<file path="config.mk">
export PLATFORM = sky130hd
export DESIGN_NAME = fetch_unit
export DESIGN_NICKNAME = d
export VERILOG_FILES = /design/src/rtl/fetch_unit.sv
export SDC_FILE = /design/constraint.sdc
export NUM_CORES = 1
export LEC_CHECK = 0
export CORE_MARGIN = 2
export CORE_UTILIZATION = 45
export CTS_CLUSTER_DIAMETER = 100
export DETAILED_ROUTE_END_ITERATION = 8
export PLACE_DENSITY = 0.71
export SLEW_MARGIN = 20
export SYNTH_ARGS = -nofsm -noshare
export SYNTH_HDL_FRONTEND = slang
export SYNTH_SLANG_ARGS = --single-unit
</file>
<file path="constraint.sdc">
create_clock -name clk -period 6.5 [get_ports clk]
set_input_delay 1.625 -clock clk [delete_from_list [all_inputs] [get_ports clk]]
set_output_delay 1.625 -clock clk [all_outputs]
set_load 0.01 [all_outputs]
</file>
<file path="src/rtl/fetch_unit.sv">
// fifo: small generic synchronous FIFO with flush; DEPTH must be a power of 2.
// Latency: a pushed entry is visible at the head on the following cycle.
// Backpressure: push is dropped only when full without a simultaneous pop.
module fifo #(
   parameter int WIDTH = 32,
   parameter int DEPTH = 2
) (
   input  logic                       clk,
   input  logic                       rst,
   input  logic                       flush,
   input  logic                       in_vld,
   input  logic [WIDTH-1:0]           in_dat,
   output logic                       out_vld,
   input  logic                       out_rdy,
   output logic [WIDTH-1:0]           out_dat,
   output logic [$clog2(DEPTH):0]     count
);
   localparam int AW = $clog2(DEPTH);
   localparam int CW = AW + 1;

   logic [WIDTH-1:0] mem [DEPTH];
   logic [AW-1:0]    wr_ptr;
   logic [AW-1:0]    rd_ptr;
   logic             do_push;
   logic             do_pop;

   assign out_vld = (count != '0);
   assign out_dat = out_vld ? mem[rd_ptr] : '0;
   assign do_pop  = out_vld && out_rdy;
   assign do_push = in_vld && ((count != CW'(DEPTH)) || do_pop);

   always_ff @(posedge clk) begin
      if (rst || flush) begin
         wr_ptr <= '0;
         rd_ptr <= '0;
         count  <= '0;
      end else begin
         if (do_push) wr_ptr <= wr_ptr + AW'(1);
         if (do_pop)  rd_ptr <= rd_ptr + AW'(1);
         count <= count + CW'(do_push) - CW'(do_pop);
      end
   end

   always_ff @(posedge clk) begin
      if (do_push) mem[wr_ptr] <= in_dat;
   end
endmodule

// fetch_unit: owns the PC, issues in-order imem fetches and buffers {pc, inst} toward decode.
// Latency: response to inst_valid is one cycle; redirect takes effect on the next request.
// Backpressure: requests are credit-limited so in-flight plus buffered never exceeds FIFO_DEPTH.
module fetch_unit #(
   parameter logic [31:0] RESET_PC   = 32'h0000_0000,
   parameter int          FIFO_DEPTH = 2
) (
   input  logic        clk,
   input  logic        rst,
   output logic        imem_req_valid,
   input  logic        imem_req_ready,
   output logic [31:0] imem_addr,
   input  logic        imem_rsp_valid,
   input  logic [31:0] imem_rsp_data,
   output logic        inst_valid,
   input  logic        inst_ready,
   output logic [31:0] inst,
   output logic [31:0] inst_pc,
   input  logic        redirect,
   input  logic [31:0] redirect_target
);
   localparam int CW = $clog2(FIFO_DEPTH) + 1;
   localparam int SW = CW + 1;

   typedef struct packed {
      logic [31:0] pc;
      logic [31:0] word;
   } fetch_entry_t;

   logic [31:0]   fetch_pc;
   logic [31:0]   rsp_pc;
   logic [CW-1:0] outstanding;
   logic [CW-1:0] discard;
   logic [CW-1:0] fifo_count;
   logic [SW-1:0] credit_used;
   logic [31:0]   target_aligned;
   logic          req_fire;
   logic          push_vld;
   fetch_entry_t  push_entry;
   fetch_entry_t  head;

   assign imem_addr      = fetch_pc;
   assign credit_used    = {1'b0, outstanding} + {1'b0, fifo_count};
   assign imem_req_valid = !rst && !redirect && (credit_used < SW'(FIFO_DEPTH));
   assign req_fire       = imem_req_valid && imem_req_ready;
   assign target_aligned = redirect_target & ~32'h3;

   assign push_vld        = imem_rsp_valid && !redirect && (discard == '0);
   assign push_entry.pc   = rsp_pc;
   assign push_entry.word = imem_rsp_data;

   fifo #(
      .WIDTH ($bits(fetch_entry_t)),
      .DEPTH (FIFO_DEPTH)
   ) u_inst_buf (
      .clk     (clk),
      .rst     (rst),
      .flush   (redirect),
      .in_vld  (push_vld),
      .in_dat  (push_entry),
      .out_vld (inst_valid),
      .out_rdy (inst_ready),
      .out_dat (head),
      .count   (fifo_count)
   );

   assign inst    = head.word;
   assign inst_pc = head.pc;

   always_ff @(posedge clk) begin
      if (rst) begin
         fetch_pc    <= RESET_PC;
         rsp_pc      <= RESET_PC;
         outstanding <= '0;
         discard     <= '0;
      end else begin
         outstanding <= outstanding + CW'(req_fire) - CW'(imem_rsp_valid);
         if (redirect) begin
            fetch_pc <= target_aligned;
            rsp_pc   <= target_aligned;
            // outstanding already covers earlier pending discards, so every
            // in-flight request not answered this cycle becomes wrong-path.
            discard  <= outstanding - CW'(imem_rsp_valid);
         end else begin
            if (req_fire) fetch_pc <= fetch_pc + 32'd4;
            if (imem_rsp_valid) begin
               if (discard != '0) discard <= discard - CW'(1);
               else               rsp_pc  <= rsp_pc + 32'd4;
            end
         end
      end
   end
endmodule

</file>
==> flow_summary.json <==
{
  "fin_skew_ns": 0.0107,
  "cp-start-kind": "input port",
  "r2r_start": "u_inst_buf.count[0]",
  "clockRootBuffer": "clkbuf_16",
  "clockPowerShare_pct": 35.8,
  "setup_tns_ns": 0,
  "hpwlAfterDp_um": 13900,
  "post_cts_buffers": 0,
  "hp-class": "flop to flop",
  "worstMarginPinSlew_ns": 1.09,
  "fin_crit_sh_pct": 78.0,
  "synth_area_sq_mm": 0.00871,
  "status": "finished clean",
  "io_pins": 168,
  "gr-total-overflow": 0,
  "yosys_register_bits": 193,
  "synthCells": 745,
  "cts_buffer_depth": 2,
  "cts_tree": "built",
  "leakagePower_nw": 3.56,
  "power.density_mw_per_mm2": 243,
  "wire_per_inst_um": 17.5,
  "drtPass1Iterations": 5,
  "relSlewSlack_pct": 27.5,
  "synthFlopType": "edfxtp_1",
  "period_minus_slack_ns": 5.07,
  "cts_resized": 0,
  "rsz0062_at_grt": "no",
  "swShare_pct": 24.2,
  "slew_viol_final": 0,
  "grt_antenna_before_repair": 0,
  "criticalPathCategory": "input port to output port",
  "crit_fanout": 18,
  "postCtsHoldBufs": 0,
  "via_per_inst": 5.48,
  "drc": 0,
  "pwr-share-comb_pct": 11.4,
  "start_util_pct": 46.3,
  "fmax_mhz": 197,
  "clock_sinks": 193,
  "cp.arrival_ns": 3.44,
  "grt_pass1_wl_um": 31600,
  "detail-route-antenna-nets": 0,
  "endpoint_kind": "output port",
  "antenna_cells": 0,
  "synth_cell_types": 58,
  "die_w_um": 143,
  "synth_warnings": 0,
  "vias": 6391,
  "gp_congestion": 0.868,
  "hp-start": "rsp_pc[7]",
  "drt-initial-drc-count": 389,
  "synth-edff-count": 124,
  "clkLatencyLatePin_ns": 0.43,
  "clk_pin_slew_ns": 0.06,
  "async_reset_ff_share_pct": 0,
  "fill_cells": 1568,
  "crit_path_start": "rst",
  "final_cells": 1167,
  "cpMostUsedCell": "clkdlybuf4s50_1",
  "io_buffers": 161,
  "first_global_vias": 6076,
  "place_inst": 1135,
  "syn_avg_cell_area_sq_um": 11.7,
  "required_ns": 4.88,
  "p_int_w": 0.00205,
  "grt_util_all_layers_pct": 20.0,
  "dieArea_sq_mm": 0.0205,
  "yosysSeqAreaShare_pct": 58.6,
  "nets": 973,
  "p_switching_w": 0.000655,
  "p_seq_share_pct": 52.8,
  "vdd_drop_max_v": 0.000168,
  "hold_viol": 0,
  "maxCapViolations": 0,
  "cts.htree.levels": 4,
  "cp_cell_sequence": "clkdlybuf4s50_1 -> buf_4 -> or2_2 -> nor3_1 -> clkdlybuf4s50_1",
  "die_y_um": 143,
  "setup_viol": 0,
  "grt_max_degree": 68,
  "drive_above_1_share_pct": 6.39,
  "cts_buffers": 17,
  "fp-row-count": 50,
  "cpPeakStageDelay_ns": 0.59,
  "core_area_sq_mm": 0.0188,
  "drt-total-wl_um": 20400,
  "area_delta_synth_final_pct": 27.3,
  "slowest_stage": "clkdlybuf4s50_1"
}
## through the flow
stage / utilization [%] / total power [W] / setup WS [ns] / hold slack (ns) / area (sq um)
after floorplan: - / 0.00160 / 0.816 / 0.427 / 8720
after detailed placement: 56.0 / 0.00176 / 1.46 / 0.502 / 10500
final: 58.9 / 0.00270 / 1.43 / 0.520 / 11100
after global placement: 56.0 / 0.00175 / 1.41 / 0.485 / 10500
after global routing: 58.9 / 0.00281 / 1.31 / 0.527 / 11100
after CTS: 58.9 / 0.00272 / 1.45 / 0.518 / 11100
## power by group through the flow
stage | logic, W | registers, W | clock network [W]
finish | 0.000309 | 0.00143 | 0.000966
global route | 0.000338 | 0.00143 | 0.00104
CTS | 0.000311 | 0.00142 | 0.000986
detailed placement | 0.000308 | 0.00145 | 0
global placement | 0.000303 | 0.00145 | 0
floorplan | 0.000164 | 0.00144 | 0
## kinds of logic (layout without fill, tap and decap cells)
group	count (synthesis)	in the layout	synth area share (%)
compound gates	116	116	9.78
xor+xnor	28	28	2.81
fa+ha+maj	9	9	1.38
buf+inv	62	221	3.19
flops	193	193	58.6
mux	63	63	7.24
other cells	1	4	0.0430
simple gates	273	273	17.0
## critical path: cells and delay by family
| kind | cells | cell delay, ns |
|---|---|---|
| and+or+nand+nor | 2 | 0.63 |
| buffers and inverters | 3 | 1.18 |
## area by class of cell
cell class | count | area, sq um | share of cell area, %
multi-input combinational | 493 | 3360 | 30.3
clock inverter | 15 | 120 | 1.08
inverter | 18 | 67.6 | 0.609
timing repair buffer | 171 | 1680 | 15.2
clock buffer | 17 | 425 | 3.84
tap | 260 | 325 | 2.93
sequential | 193 | 5110 | 46.1
## cells in the mapped netlist, types with 16 or more instances
cell	number	area, sq um
a211oi_1	21	158
a21boi_0	17	128
and3_1	16	100
and4_1	16	140
clkbuf_1	27	101
dfxtp_1	69	1380
edfxtp_1	124	3720
inv_1	17	63.8
mux2i_1	63	631
nand2_1	28	105
nand3_1	16	80.1
nand4_1	20	125
nor2_1	93	349
nor3_1	20	100
nor4_1	22	138
o21ai_0	18	90.1
xnor2_1	21	184
## layout by cell type (no fill, tap or decap), types with 8 or more instances in the layout
| cell | n |
|---|---|
| clkdlybuf4s50_1 | 160 |
| xnor2_1 | 21 |
| nor2_1 | 92 |
| clkbuf_16 | 17 |
| and4_1 | 16 |
| inv_1 | 16 |
| nand2_1 | 28 |
| a31oi_1 | 10 |
| dfxtp_1 | 68 |
| mux2i_1 | 63 |
| nor3_1 | 20 |
| nand3_1 | 16 |
| nand4_1 | 20 |
| o21a_1 | 15 |
| a311oi_1 | 8 |
| nor4_1 | 21 |
| a211oi_1 | 21 |
| a21boi_0 | 17 |
| ha_1 | 8 |
| and3_1 | 16 |
| o21ai_0 | 18 |
| buf_4 | 10 |
| edfxtp_1 | 124 |
## flip-flops by register name (all words and copies together) (netlist names), named ones only
name               flops
outstanding            2
u_inst_buf.rd_ptr      1
rsp_pc                30
u_inst_buf.mem       124
imem_addr             30
discard                2
u_inst_buf.wr_ptr      1
u_inst_buf.count       2
## per-layer routing
metal / vias to the layer above / global-route usage [%] / share of wire, %
met5: - / 0 / 0
met4: 0 / 6.62 / 1.7
met3: 26 / 4.33 / 7.6
met2: 226 / 31.6 / 45
met1: 3017 / 27.5 / 46
li1: 3122 / - / -
## path summary, 6_finish.rpt
path / to / slack [ns] / depth (start not counted)
worst max-delay path: imem_req_valid / 1.43 / 5
worst min-delay path: u_inst_buf.mem[0][39] / 0.52 / 0
worst max register to register: outstanding[1] / 3.41 / 11
worst min register to register: u_inst_buf.mem[0][39] / 0.52 / 0
Note: power is estimated with default switching activity, not from simulation.
